File: config.mk
export PLATFORM = sky130hd
export DESIGN_NAME = microbot_nav_controller_pwm
export DESIGN_NICKNAME = d
export VERILOG_FILES = /design/src/rtl/microbot_nav_controller_pwm.sv
export SDC_FILE = /design/constraint.sdc
export NUM_CORES = 1
export LEC_CHECK = 0
export BUFFER_PORTS_ARGS = -buffer_cell sky130_fd_sc_hd__buf_2
export CAP_MARGIN = 20
export CORE_MARGIN = 5
export CORE_UTILIZATION = 63
export CTS_BUF_LIST = sky130_fd_sc_hd__clkbuf_4
export DETAILED_ROUTE_END_ITERATION = 12
export HOLD_SLACK_MARGIN = 0.06
export PLACE_DENSITY_LB_ADDON = 0.3
export SYNTH_ARGS = -nofsm -noshare
export SYNTH_HDL_FRONTEND = slang
export SYNTH_SLANG_ARGS = --single-unit
export TNS_END_PERCENT = 100
File: constraint.sdc
create_clock -name clk -period 11 [get_ports clk]
set_input_delay 0.55 -clock clk [delete_from_list [all_inputs] [get_ports clk]]
set_output_delay 0.55 -clock clk [all_outputs]
set_load 0.1 [all_outputs]
File: src/rtl/microbot_nav_controller_pwm.sv
// Microbot navigation controller: debounced sensors, five-state steering FSM,
// PWM speed control and dead-time on every direction change.
module microbot_nav_controller_pwm #(
  parameter int DEBOUNCE_CYCLES = 4,
  parameter int PWM_BITS        = 8,
  parameter int MIN_DWELL       = 16,
  parameter int REVERSE_CYCLES  = 64,
  parameter int DEAD_CYCLES     = 2
) (
  input  logic                clk,
  input  logic                reset,
  input  logic                enable,
  input  logic [2:0]          sensors,
  input  logic [PWM_BITS-1:0] speed_fwd,
  input  logic [PWM_BITS-1:0] speed_turn,
  output logic [1:0]          motor_a,
  output logic [1:0]          motor_b,
  output logic [2:0]          state_o
);

  typedef enum logic [2:0] {
    ST_STBY = 3'd0,
    ST_FWD  = 3'd1,
    ST_TR   = 3'd2,
    ST_TL   = 3'd3,
    ST_REV  = 3'd4
  } state_e;

  localparam int DBW  = (DEBOUNCE_CYCLES > 1) ? $clog2(DEBOUNCE_CYCLES) : 1;
  localparam int DBL  = (DEBOUNCE_CYCLES > 0) ? DEBOUNCE_CYCLES - 1 : 0;
  localparam int DWL  = (MIN_DWELL > 0) ? MIN_DWELL - 1 : 0;
  localparam int RVL  = (REVERSE_CYCLES > 0) ? REVERSE_CYCLES - 1 : 0;
  localparam int TMAX = (MIN_DWELL > REVERSE_CYCLES) ? MIN_DWELL : REVERSE_CYCLES;
  localparam int TW   = $clog2(TMAX + 2);
  localparam int DEW  = $clog2(DEAD_CYCLES + 2);

  localparam logic [DBW-1:0] DB_LAST = DBW'(DBL);
  localparam logic [TW-1:0]  DW_TH   = TW'(DWL);
  localparam logic [TW-1:0]  RV_TH   = TW'(RVL);
  localparam logic [TW-1:0]  T_SAT   = TW'(TMAX);
  localparam logic [DEW-1:0] DEAD_LD = DEW'(DEAD_CYCLES);

  logic [2:0][DBW-1:0] db_cnt_q, db_cnt_d;
  logic [2:0]          filt_q, filt_d;
  state_e              state_q, state_d, tgt;
  logic [TW-1:0]       tmr_q, tmr_d;
  logic [DEW-1:0]      dead_q, dead_d;
  logic [PWM_BITS-1:0] pwm_q, pwm_d;
  logic [3:0]          motor_q, motor_d;
  logic [PWM_BITS-1:0] duty;
  logic                pwm_on;
  logic                chg;
  logic                f, l, r;

  function automatic logic [3:0] dir_map(input state_e s);
    logic [3:0] m;
    unique case (s)
      ST_FWD:  m = 4'b1010;
      ST_TR:   m = 4'b1001;
      ST_TL:   m = 4'b0110;
      ST_REV:  m = 4'b0101;
      default: m = 4'b0000;
    endcase
    return m;
  endfunction

  always_comb begin
    filt_d   = filt_q;
    db_cnt_d = '0;
    for (int i = 0; i < 3; i++) begin
      if (sensors[i] != filt_q[i]) begin
        if (db_cnt_q[i] == DB_LAST) begin
          filt_d[i] = sensors[i];
        end else begin
          db_cnt_d[i] = db_cnt_q[i] + 1'b1;
        end
      end
    end
  end

  assign f = filt_q[2];
  assign l = filt_q[1];
  assign r = filt_q[0];

  always_comb begin
    tgt = ST_FWD;
    unique case (1'b1)
      (f & l & r):   tgt = ST_REV;
      (l & ~r):      tgt = ST_TR;
      (~l & r):      tgt = ST_TL;
      (f & ~l & ~r): tgt = ST_TR;
      default:       tgt = ST_FWD;
    endcase
  end

  always_comb begin
    state_d = state_q;
    if (!enable) begin
      state_d = ST_STBY;
    end else begin
      unique case (state_q)
        ST_STBY: state_d = tgt;
        ST_FWD, ST_TR, ST_TL: begin
          if (tmr_q >= DW_TH && tgt != state_q) state_d = tgt;
        end
        ST_REV: begin
          if (tmr_q >= RV_TH) state_d = (tgt == ST_REV) ? ST_TR : tgt;
        end
        default: state_d = ST_STBY;
      endcase
    end
  end

  assign chg = (state_d != state_q);

  always_comb begin
    tmr_d = '0;
    if (!chg) tmr_d = (tmr_q == T_SAT) ? tmr_q : tmr_q + 1'b1;
  end

  always_comb begin
    dead_d = '0;
    if (chg) begin
      dead_d = DEAD_LD;
    end else if (dead_q != '0) begin
      dead_d = dead_q - 1'b1;
    end
  end

  // Gate on the post-edge state so a new direction never overlaps the old one
  assign duty    = (state_d == ST_FWD || state_d == ST_REV) ? speed_fwd : speed_turn;
  assign pwm_on  = (pwm_q < duty);
  assign pwm_d   = pwm_q + 1'b1;
  assign motor_d = (dead_d != '0) ? 4'b0000 : (dir_map(state_d) & {4{pwm_on}});

  always_ff @(posedge clk or posedge reset) begin
    if (reset) begin
      db_cnt_q <= '0;
      filt_q   <= '0;
      state_q  <= ST_STBY;
      tmr_q    <= '0;
      dead_q   <= '0;
      pwm_q    <= '0;
      motor_q  <= '0;
    end else begin
      db_cnt_q <= db_cnt_d;
      filt_q   <= filt_d;
      state_q  <= state_d;
      tmr_q    <= tmr_d;
      dead_q   <= dead_d;
      pwm_q    <= pwm_d;
      motor_q  <= motor_d;
    end
  end

  assign motor_a = motor_q[3:2];
  assign motor_b = motor_q[1:0];
  assign state_o = state_q;

endmodule

==> reports/metrics.csv, run 1 <==
metric;value;unit
status;finished clean;
finalHoldViolations;0;
critPathLaunchType;register;
switchingPower;0.257;mW
seq_power_share;33.7;%
drtAntennaViolNets;0;
syn_inst;189;
die_h;67.0;µm
netlist_area;0.00204;mm²
rsz0062_at_grt;no;
gp_congestion;0.879;
critPathKind;register to register;
diodes;0;
drt_wl_total;4.15;mm
ir_drop;120;µV
slew_headroom;49.2;%
fin_skew;0.00959;ns
path_max_fanout;7;
grt_pass1_vias;1616;
ys_types;49;
drc;0;
grt_overflow;0;
via_per_inst;6.01;
clk_pin_slew;0.10;ns
timing.final.ws_setup;6.80;ns
die_w;67.0;µm
worstMarginPinSlew;0.742;ns
synth_ff_type;dfrtp_1;
powerDensity;238;mW/mm²
syn_to_final_growth;11.6;%
num-fill-cells;239;
yosysSeqAreaShare;40.4;%
finalCritPeriodShare;38.2;%
crit_slowest_cell;a2111oi_0;
crit_required;11.24;ns
drt-wirelength-per-cell;15.7;µm
pre_cts_ws;6.81;ns
maxCapViolCount;0;
timing.fmax;238;MHz
crit_family;compound AO/OA/AOI/OAI gates;
firstDrtPassIters;4;
cts_root_buffer;clkbuf_4;
dpl.hpwl;3.27;mm
top_layer_used;met4;
min_period;4.20;ns
hold_class;input pin to asynchronous set/reset pin;
p_int;0.286;mW
r2r-start;tmr_q[0];
cp_num_buf_inv;1;
crit_cells;15;
final_max_slew_viol_count;0;
ios;29;
clk_path_buf_depth;2;
die_area;0.00448;mm²
start_util;66.4;%
drive_gt1_share;23.5;%
leakage;1.07;nW
finalSetupViolations;0;
cts_hold_buf;0;
syn_area_per_cell;10.8;µm²
rows;20;
io_buffers;28;
crit_arrival;4.44;ns
grt_pass1_wl;7.10;mm
grt_usage;21.1;%
cts_setup_buffers;0;
wl_met2;2.16;mm
clock_latency;0.34;ns
wl_met3;219;µm
cts.sinks;33;
grt_max_degree;34;
path_cells;ha_1 > a21o_1 > a311oi_4 > mux2i_1 > o21ai_4 > inv_2 > nor2_8 > mux2i_1 > ha_1 > a21o_1 > a21oi_1 > nor2b_1 > a2111oi_0 > o2111ai_2 > a211oi_1;
rr_endpoint;motor_q[1];
hold_slack;0.287;ns
fin_util;74.1;%
drtIter0Drc;122;
final_cell_mix;33 x dfrtp_1, 28 x buf_2, 13 x ha_1;
core_area;0.00308;mm²
crit_path_start;tmr_q[0];
post_cts_resized;0;
final_common_cell;dfrtp_1;
cts_buffers;5;
antenna_found_initial;0;
clock_power_share;11.6;%
combPwrFrac;54.7;%
layout.nets;256;
dr_total_vias;1593;
synth-async-reset-ratio;100;%
crit_path_end;motor_q[1];
syn_nets;224;
swShare;47.3;%
synth_edf_count;0;
rrSetupSlack;6.80;ns
cp-end-kind;register;
cpPeakStageDelay;0.49;ns
met1Wirelength;1.68;mm
synth-seq-cells;33;
ys_warn_count;0;
cts_max_level;2;
cts_tree;done;
r2r_cells;15;
finalSetupTns;0;ns
## power groups by stage
stage	clock, mW	combinational [mW]	sequential [mW]
detailed placement	0	0.296	0.185
finish	0.0630	0.297	0.183
global route	0.0714	0.323	0.187
floorplan	0	0.209	0.213
CTS	0.0661	0.297	0.183
global placement	0	0.283	0.182
## metrics by stage
| step | power [mW] | area, µm² | cells |
|---|---|---|---|
| after detailed placement | 0.482 | 2230 | 258 |
| after global routing | 0.581 | 2280 | 265 |
| after CTS | 0.546 | 2280 | 265 |
| after global placement | 0.465 | 2230 | 258 |
| final | 0.543 | 2280 | 265 |
| after floorplan | 0.421 | 2040 | 189 |
## worst min-delay path by stage
stage                   start          end  cells after the start
floorplan           dead_q[0]    dead_q[0]                      1
global placement    dead_q[0]    dead_q[0]                      1
detailed placement  dead_q[0]    dead_q[0]                      1
CTS                     reset     tmr_q[1]                      3
global route            reset  db_cnt_q[0]                      3
finish                  reset     tmr_q[1]                      3
## cell usage after synthesis (6+ instances only)
library cell,number,area (µm²)
inv_1,6,22.5
ha_1,13,163
dfrtp_1,33,826
xor2_1,7,61.3
nand2_1,7,26.3
nor2b_1,6,37.5
nor2_1,11,41.3
nand3_1,6,30.0
a211oi_1,6,45.0
mux2i_1,9,90.1
xnor2_1,7,61.3
a21oi_1,7,35.0
## worst register-to-register path, cell delays in order (launching register included)
cell       delay [ns]
dfrtp_1          0.47
ha_1             0.30
a21o_1           0.24
a311oi_4         0.41
mux2i_1          0.22
o21ai_4          0.27
inv_2            0.13
nor2_8           0.20
mux2i_1          0.22
ha_1             0.26
a21o_1           0.18
a21oi_1          0.14
nor2b_1          0.05
a2111oi_0        0.49
o2111ai_2        0.24
a211oi_1         0.29
## cell families after synthesis
family	Yosys count	share of synthesized area [%]
mux	14	7.16
fa+ha+maj	13	7.96
flops	33	40.4
simple gates	63	18.9
compound gates	41	17.6
buf+inv	11	2.02
xor+xnor	14	6.00
## registers in the layout, indices dropped and copies added (netlist names)
register  count
filt_q        3
motor_q       4
dead_q        2
pwm_q         8
state_o       3
db_cnt_q      6
tmr_q         7
## layout make-up
type | count | area (µm²) | share of cell area [%]
Clock buffer | 5 | 37.5 | 1.65
Clock inverter | 2 | 11.3 | 0.494
Inverter | 7 | 26.3 | 1.15
Timing Repair Buffer | 29 | 148 | 6.48
Tap cell | 44 | 55.1 | 2.41
Multi-Input combinational cell | 145 | 1180 | 51.6
Sequential cell | 33 | 826 | 36.2
## routing by layer
| metal | global-route usage, % | up-vias |
|---|---|---|
| li1 | - | 768 |
| met1 | 25.1 | 763 |
| met2 | 35.6 | 48 |
| met3 | 4.22 | 14 |
| met4 | 11.1 | 0 |
| met5 | 0 | - |
Power figures use the tool's default switching activity.
==> inputs of run 2 (changes only) <==
--- a/config.mk
+++ b/config.mk
@@ -8,7 +8,7 @@
 export BUFFER_PORTS_ARGS = -buffer_cell sky130_fd_sc_hd__buf_2
 export CAP_MARGIN = 20
 export CORE_MARGIN = 5
-export CORE_UTILIZATION = 63
+export CORE_UTILIZATION = 59
 export CTS_BUF_LIST = sky130_fd_sc_hd__clkbuf_4
 export DETAILED_ROUTE_END_ITERATION = 12
 export HOLD_SLACK_MARGIN = 0.06
==> constraint.sdc (replaced) <==
create_clock -name clk -period 4.22 [get_ports clk]
set_input_delay 0.211 -clock clk [delete_from_list [all_inputs] [get_ports clk]]
set_output_delay 0.211 -clock clk [all_outputs]
set_load 0.1 [all_outputs]
==> run 2 against run 1 <==
  * Hold slack got worse by 0.18 ns
  * Core utilization fell by 1.7 points
  * Fmax rose by 6.8%
  * Combinational power rose to 2.9 times the previous value
  * Non-clock buffer count rose by 7
  * Register-to-register slack got worse by 6.5 ns
  * Cell count rose by 3.8%
  * Sequential power rose to 2.6 times the previous value
  * Largest cell class unchanged
  * Largest power group unchanged
==> reports/metrics.csv, run 2 (synthesis results as in run 1) <==
metric;value;unit
status;finished clean;
core_area;0.00334;mm²
cts_root_buffer;clkbuf_4;
dp.cells;262;
ios;29;
path_cells;ha_2 > a21o_1 > a311o_1 > a41o_4 > nor3_4 > nor2_8 > mux2i_1 > ha_1 > a21o_1 > a21oi_1 > nor2b_1 > a2111oi_2 > o2111ai_2 > a211oi_1;
ir_drop;399;µV
diodes;0;
largest_reg_flops;8;
reg_top3;pwm_q x8, tmr_q x7, db_cnt_q x6;
drtAntennaViolNets;0;
grt_max_degree;34;
final_common_cell;dfrtp_1;
final_max_slew_viol_count;0;
drtIter0Drc;84;
finalCritPeriodShare;93.3;%
maxCapViolCount;0;
grt_pass1_wl;7.16;mm
powerDensity;656;mW/mm²
die_h;68.8;µm
hold_class;input pin to register;
pre_cts_ws;0.00796;ns
final_cell_mix;33 x dfrtp_1, 28 x buf_2, 12 x ha_1;
timing.final.ws_setup;0.284;ns
clk_pin_slew;0.11;ns
clk_path_buf_depth;2;
dr_total_vias;1598;
grt_use_met3;6.00;%
via_per_inst;5.81;
use_met1;23.4;%
finalSetupViolations;0;
cpPeakStageDelay;0.48;ns
slew_headroom;67.2;%
leakage;1.12;nW
cts_max_level;2;
grt_usage;20.5;%
cp-end-kind;register;
crit_family;compound AO/OA/AOI/OAI gates;
crit_required;4.47;ns
drt_wl_total;4.31;mm
gp_congestion;0.899;
crit_arrival;4.19;ns
syn_to_final_growth;18.1;%
grt_overflow;0;
fin_skew;0.00895;ns
antenna_found_initial;0;
critPathLaunchType;register;
die_w;68.8;µm
grt_pass1_vias;1633;
dpl-instance-area;0.00225;mm²
cp_num_buf_inv;0;
regMostFlops;pwm_q;
top_usage_layer;met2;
cp_common_cell;a21o_1;
cts_tree;done;
total_power;1.58;mW
critPathKind;register to register;
drc;0;
worstMarginPinSlew;0.495;ns
drt-wirelength-per-cell;15.7;µm
hold_slack;0.112;ns
path_max_fanout;7;
rows;21;
stdcell_area;0.00241;mm²
cts_buffers;5;
io_buffers;28;
drive_gt1_share;28.8;%
cts.sinks;33;
clock_latency;0.35;ns
firstDrtPassIters;4;
min_period;3.94;ns
layout.nets;263;
use_met2;36.1;%
die_area;0.00474;mm²
timing.fmax;254;MHz
finalHoldViolations;0;
num-fill-cells;251;
crit_slowest_cell;dfrtp_1;
dpl.hpwl;3.24;mm
instances_no_fill;275;
start_util;61.2;%
## run 2: layout make-up
type                    count  area [µm²]  area share, %
clock buffers               5        37.5           1.56
clock inverters             3        41.3           1.71
inverters                   7        26.3           1.09
multi-input cells         145        1220           50.6
flip-flops and latches     33         826           34.2
well taps                  46        57.6           2.38
repair buffers             36         203           8.40
## run 2: worst register-to-register path, cell delays in order (launching register included)
cell       delay [ns]
dfrtp_1          0.48
ha_2             0.26
a21o_1           0.24
a311o_1          0.38
a41o_4           0.33
nor3_4           0.29
nor2_8           0.09
mux2i_1          0.19
ha_1             0.27
a21o_1           0.20
a21oi_1          0.16
nor2b_1          0.07
a2111oi_2        0.36
o2111ai_2        0.23
a211oi_1         0.28
## run 2: per-stage QoR
stage          TNS [ns]  util [%]
2_1_floorplan         0         -
3_3_place_gp          0      67.4
3_5_place_dp          0      67.4
4_1_cts               0      70.1
5_1_grt        -0.00128      72.3
6_report              0      72.3
## run 2: metal layers
layer  vias up  part of all wire [%]
met3        10                   6.6
met1       764                    41
met4         0                   1.9
li1        781                     -
met2        43                    51
met5         -                     0
## run 2: power breakdown
part	leakage [nW]	switching, mW	internal (mW)	total (mW)
Sequential	0.426	0.0810	0.387	0.468
Clock	0.0389	0.118	0.123	0.241
Combinational	0.653	0.517	0.357	0.875
## run 2: repair_timing
item                       in CTS  in global routing
setup endpoints to repair       1                  4
pin swaps                       0                  5
hold buffers                    1                  0
setup buffers                   0                  4
gates resized for setup         1                  9
hold endpoints to repair       33                  0
## run 2: path summary, 6_finish.rpt
kind | from | depth (start not counted) | endpoint | slack, ns
max in group asynchronous | reset | 4 | pwm_q[6] | 3.45
setup / recovery | tmr_q[0] | 14 | motor_q[3] | 0.28
min in group asynchronous | reset | 4 | filt_q[1] | 0.47
hold reg to reg | dead_q[0] | 1 | dead_q[0] | 0.44
hold / removal | sensors[1] | 2 | filt_q[1] | 0.11
setup reg to reg | tmr_q[0] | 14 | motor_q[3] | 0.28
==> inputs of run 3 (changes only) <==
--- a/config.mk
+++ b/config.mk
@@ -8,7 +8,7 @@
 export BUFFER_PORTS_ARGS = -buffer_cell sky130_fd_sc_hd__buf_2
 export CAP_MARGIN = 20
 export CORE_MARGIN = 5
-export CORE_UTILIZATION = 59
+export CORE_UTILIZATION = 53
 export CTS_BUF_LIST = sky130_fd_sc_hd__clkbuf_4
 export DETAILED_ROUTE_END_ITERATION = 12
 export HOLD_SLACK_MARGIN = 0.06
==> constraint.sdc (replaced) <==
create_clock -name clk -period 3.5 [get_ports clk]
set_input_delay 0.175 -clock clk [delete_from_list [all_inputs] [get_ports clk]]
set_output_delay 0.175 -clock clk [all_outputs]
set_load 0.1 [all_outputs]
==> run 3 against run 2 <==
  * Hold slack got worse by 0.020 ns
  * Routed wire length increased by 11%
  * Fmax is 13% higher
  * Critical path depth did not move
==> reports/metrics.csv, run 3 (synthesis results as in run 1) <==
metric;value;unit
status;finished clean;
dr_total_vias;1714;
finalCritPeriodShare;99.6;%
hold_class;input pin to register;
crit_slowest_cell;dfrtp_1;
crit_family;compound AO/OA/AOI/OAI gates;
drt-wirelength-per-cell;16.3;µm
rsz0062_at_grt;yes;
instances_no_fill;294;
clk_pin_slew;0.10;ns
start_util;55.4;%
powerDensity;816;mW/mm²
finalSetupTns;0;ns
core_area;0.00369;mm²
die_area;0.00520;mm²
leakage;1.21;nW
firstDrtPassIters;4;
finalHoldViolations;0;
wl_met2;2.47;mm
via_per_inst;5.83;
fin_util;71.7;%
grt_pass1_vias;1817;
drtIter0Drc;89;
path_cells;ha_2 > a21o_4 > a311oi_4 > buf_6 > nor4_4 > nor3_4 > nor2_8 > buf_6 > mux2i_1 > ha_1 > and4_4 > a2111oi_4 > o2111ai_4 > a211oi_2;
antenna_found_initial;0;
final-seq-area;833;µm²
met1Wirelength;1.94;mm
clock_latency;0.35;ns
stdcell_area;0.00264;mm²
clk_path_buf_depth;2;
fin_skew;0.0181;ns
drtAntennaViolNets;0;
crit_arrival;3.75;ns
io_buffers;28;
cpPeakStageDelay;0.41;ns
cts_buffers;5;
dpl-instance-area;0.00239;mm²
final_max_slew_viol_count;0;
path_max_fanout;5;
cts_tree;done;
maxCapViolCount;0;
cp_common_cell;buf_6;
drive_gt1_share;39.8;%
crit_required;3.76;ns
drc;0;
grt_usage;19.9;%
cp_num_buf_inv;2;
dpl.hpwl;3.58;mm
cts_max_level;2;
cts_root_buffer;clkbuf_4;
critPathLaunchType;register;
num-fill-cells;290;
ios;29;
ir_drop;425;µV
critPathKind;register to register;
r2r-start;tmr_q[1];
die_h;72.1;µm
slew_headroom;45.4;%
final_cell_mix;29 x dfrtp_1, 28 x buf_2, 22 x buf_4;
min_period;3.49;ns
min_from;sensors[1];
top_layer_used;met4;
dp.cells;277;
drt_wl_total;4.80;mm
syn_to_final_growth;29.4;%
multi_input_area;0.00131;mm²
hold_slack;0.0924;ns
grt_overflow;0;
reg_top3;pwm_q x8, tmr_q x7, db_cnt_q x6;
diodes;0;
wl_met3;226;µm
rr_endpoint;motor_q[2];
largest_reg_flops;8;
grt_pass1_wl;8.08;mm
final_common_cell;dfrtp_1;
die_w;72.1;µm
timing.fmax;287;MHz
r2r_cells;14;
grt_max_degree;23;
rrSetupSlack;0.01;ns
layout.nets;280;
worst_hold_path.num_cells;2;
gp_congestion;0.869;
worstMarginPinSlew;0.819;ns
finalSetupViolations;0;
cts.sinks;33;
regMostFlops;pwm_q;
rows;22;
hold-path-endpoint;filt_q[1];
cp-end-kind;register;
## run 3: area by class of cell
| class | count | share of cell area (%) |
|---|---|---|
| multi-input combinational | 145 | 49.4 |
| tap | 48 | 2.27 |
| inverter | 7 | 1.09 |
| clock buffer | 6 | 1.70 |
| sequential | 33 | 31.5 |
| clock inverter | 2 | 1.28 |
| timing repair buffer | 53 | 12.8 |
## run 3: timing repair
item	4_1_cts	5_1_grt
setup buffers	6	2
hold buffers	1	0
setup endpoints to repair	4	4
gates resized for setup	10	13
endpoints found under the hold margin	21	0
pin swaps	7	18
## run 3: worst max-delay path by stage
stage | slack, ns | depth (start not counted) | end | startpoint
after global routing | -0.13 | 14 | motor_q[1] | tmr_q[1]
after floorplan | 0.005 | 15 | motor_q[0] | state_o[1]
after global placement | 0.06 | 13 | motor_q[1] | tmr_q[6]
after CTS | 0.007 | 13 | motor_q[3] | filt_q[1]
after detailed placement | -0.14 | 15 | motor_q[1] | tmr_q[0]
final | 0.01 | 14 | motor_q[2] | tmr_q[1]
## run 3: power breakdown
| group | switching (mW) | internal (mW) | total (mW) |
|---|---|---|---|
| clock network | 0.138 | 0.156 | 0.295 |
| logic | 0.736 | 0.570 | 1.31 |
| registers | 0.0855 | 0.473 | 0.558 |
## run 3: metal layers
layer / track usage, % / vias up
li1: - / 817
met1: 22.6 / 838
met2: 33.6 / 46
met3: 5.96 / 13
met4: 10.2 / 0
met5: 0 / -
## run 3: stage by stage
step	worst slack (ns)	power [mW]
2_1_floorplan	0.00505	1.38
3_3_place_gp	0.0610	1.60
3_5_place_dp	-0.135	1.66
4_1_cts	0.00711	2.06
5_1_grt	-0.126	2.30
6_report	0.0128	2.16
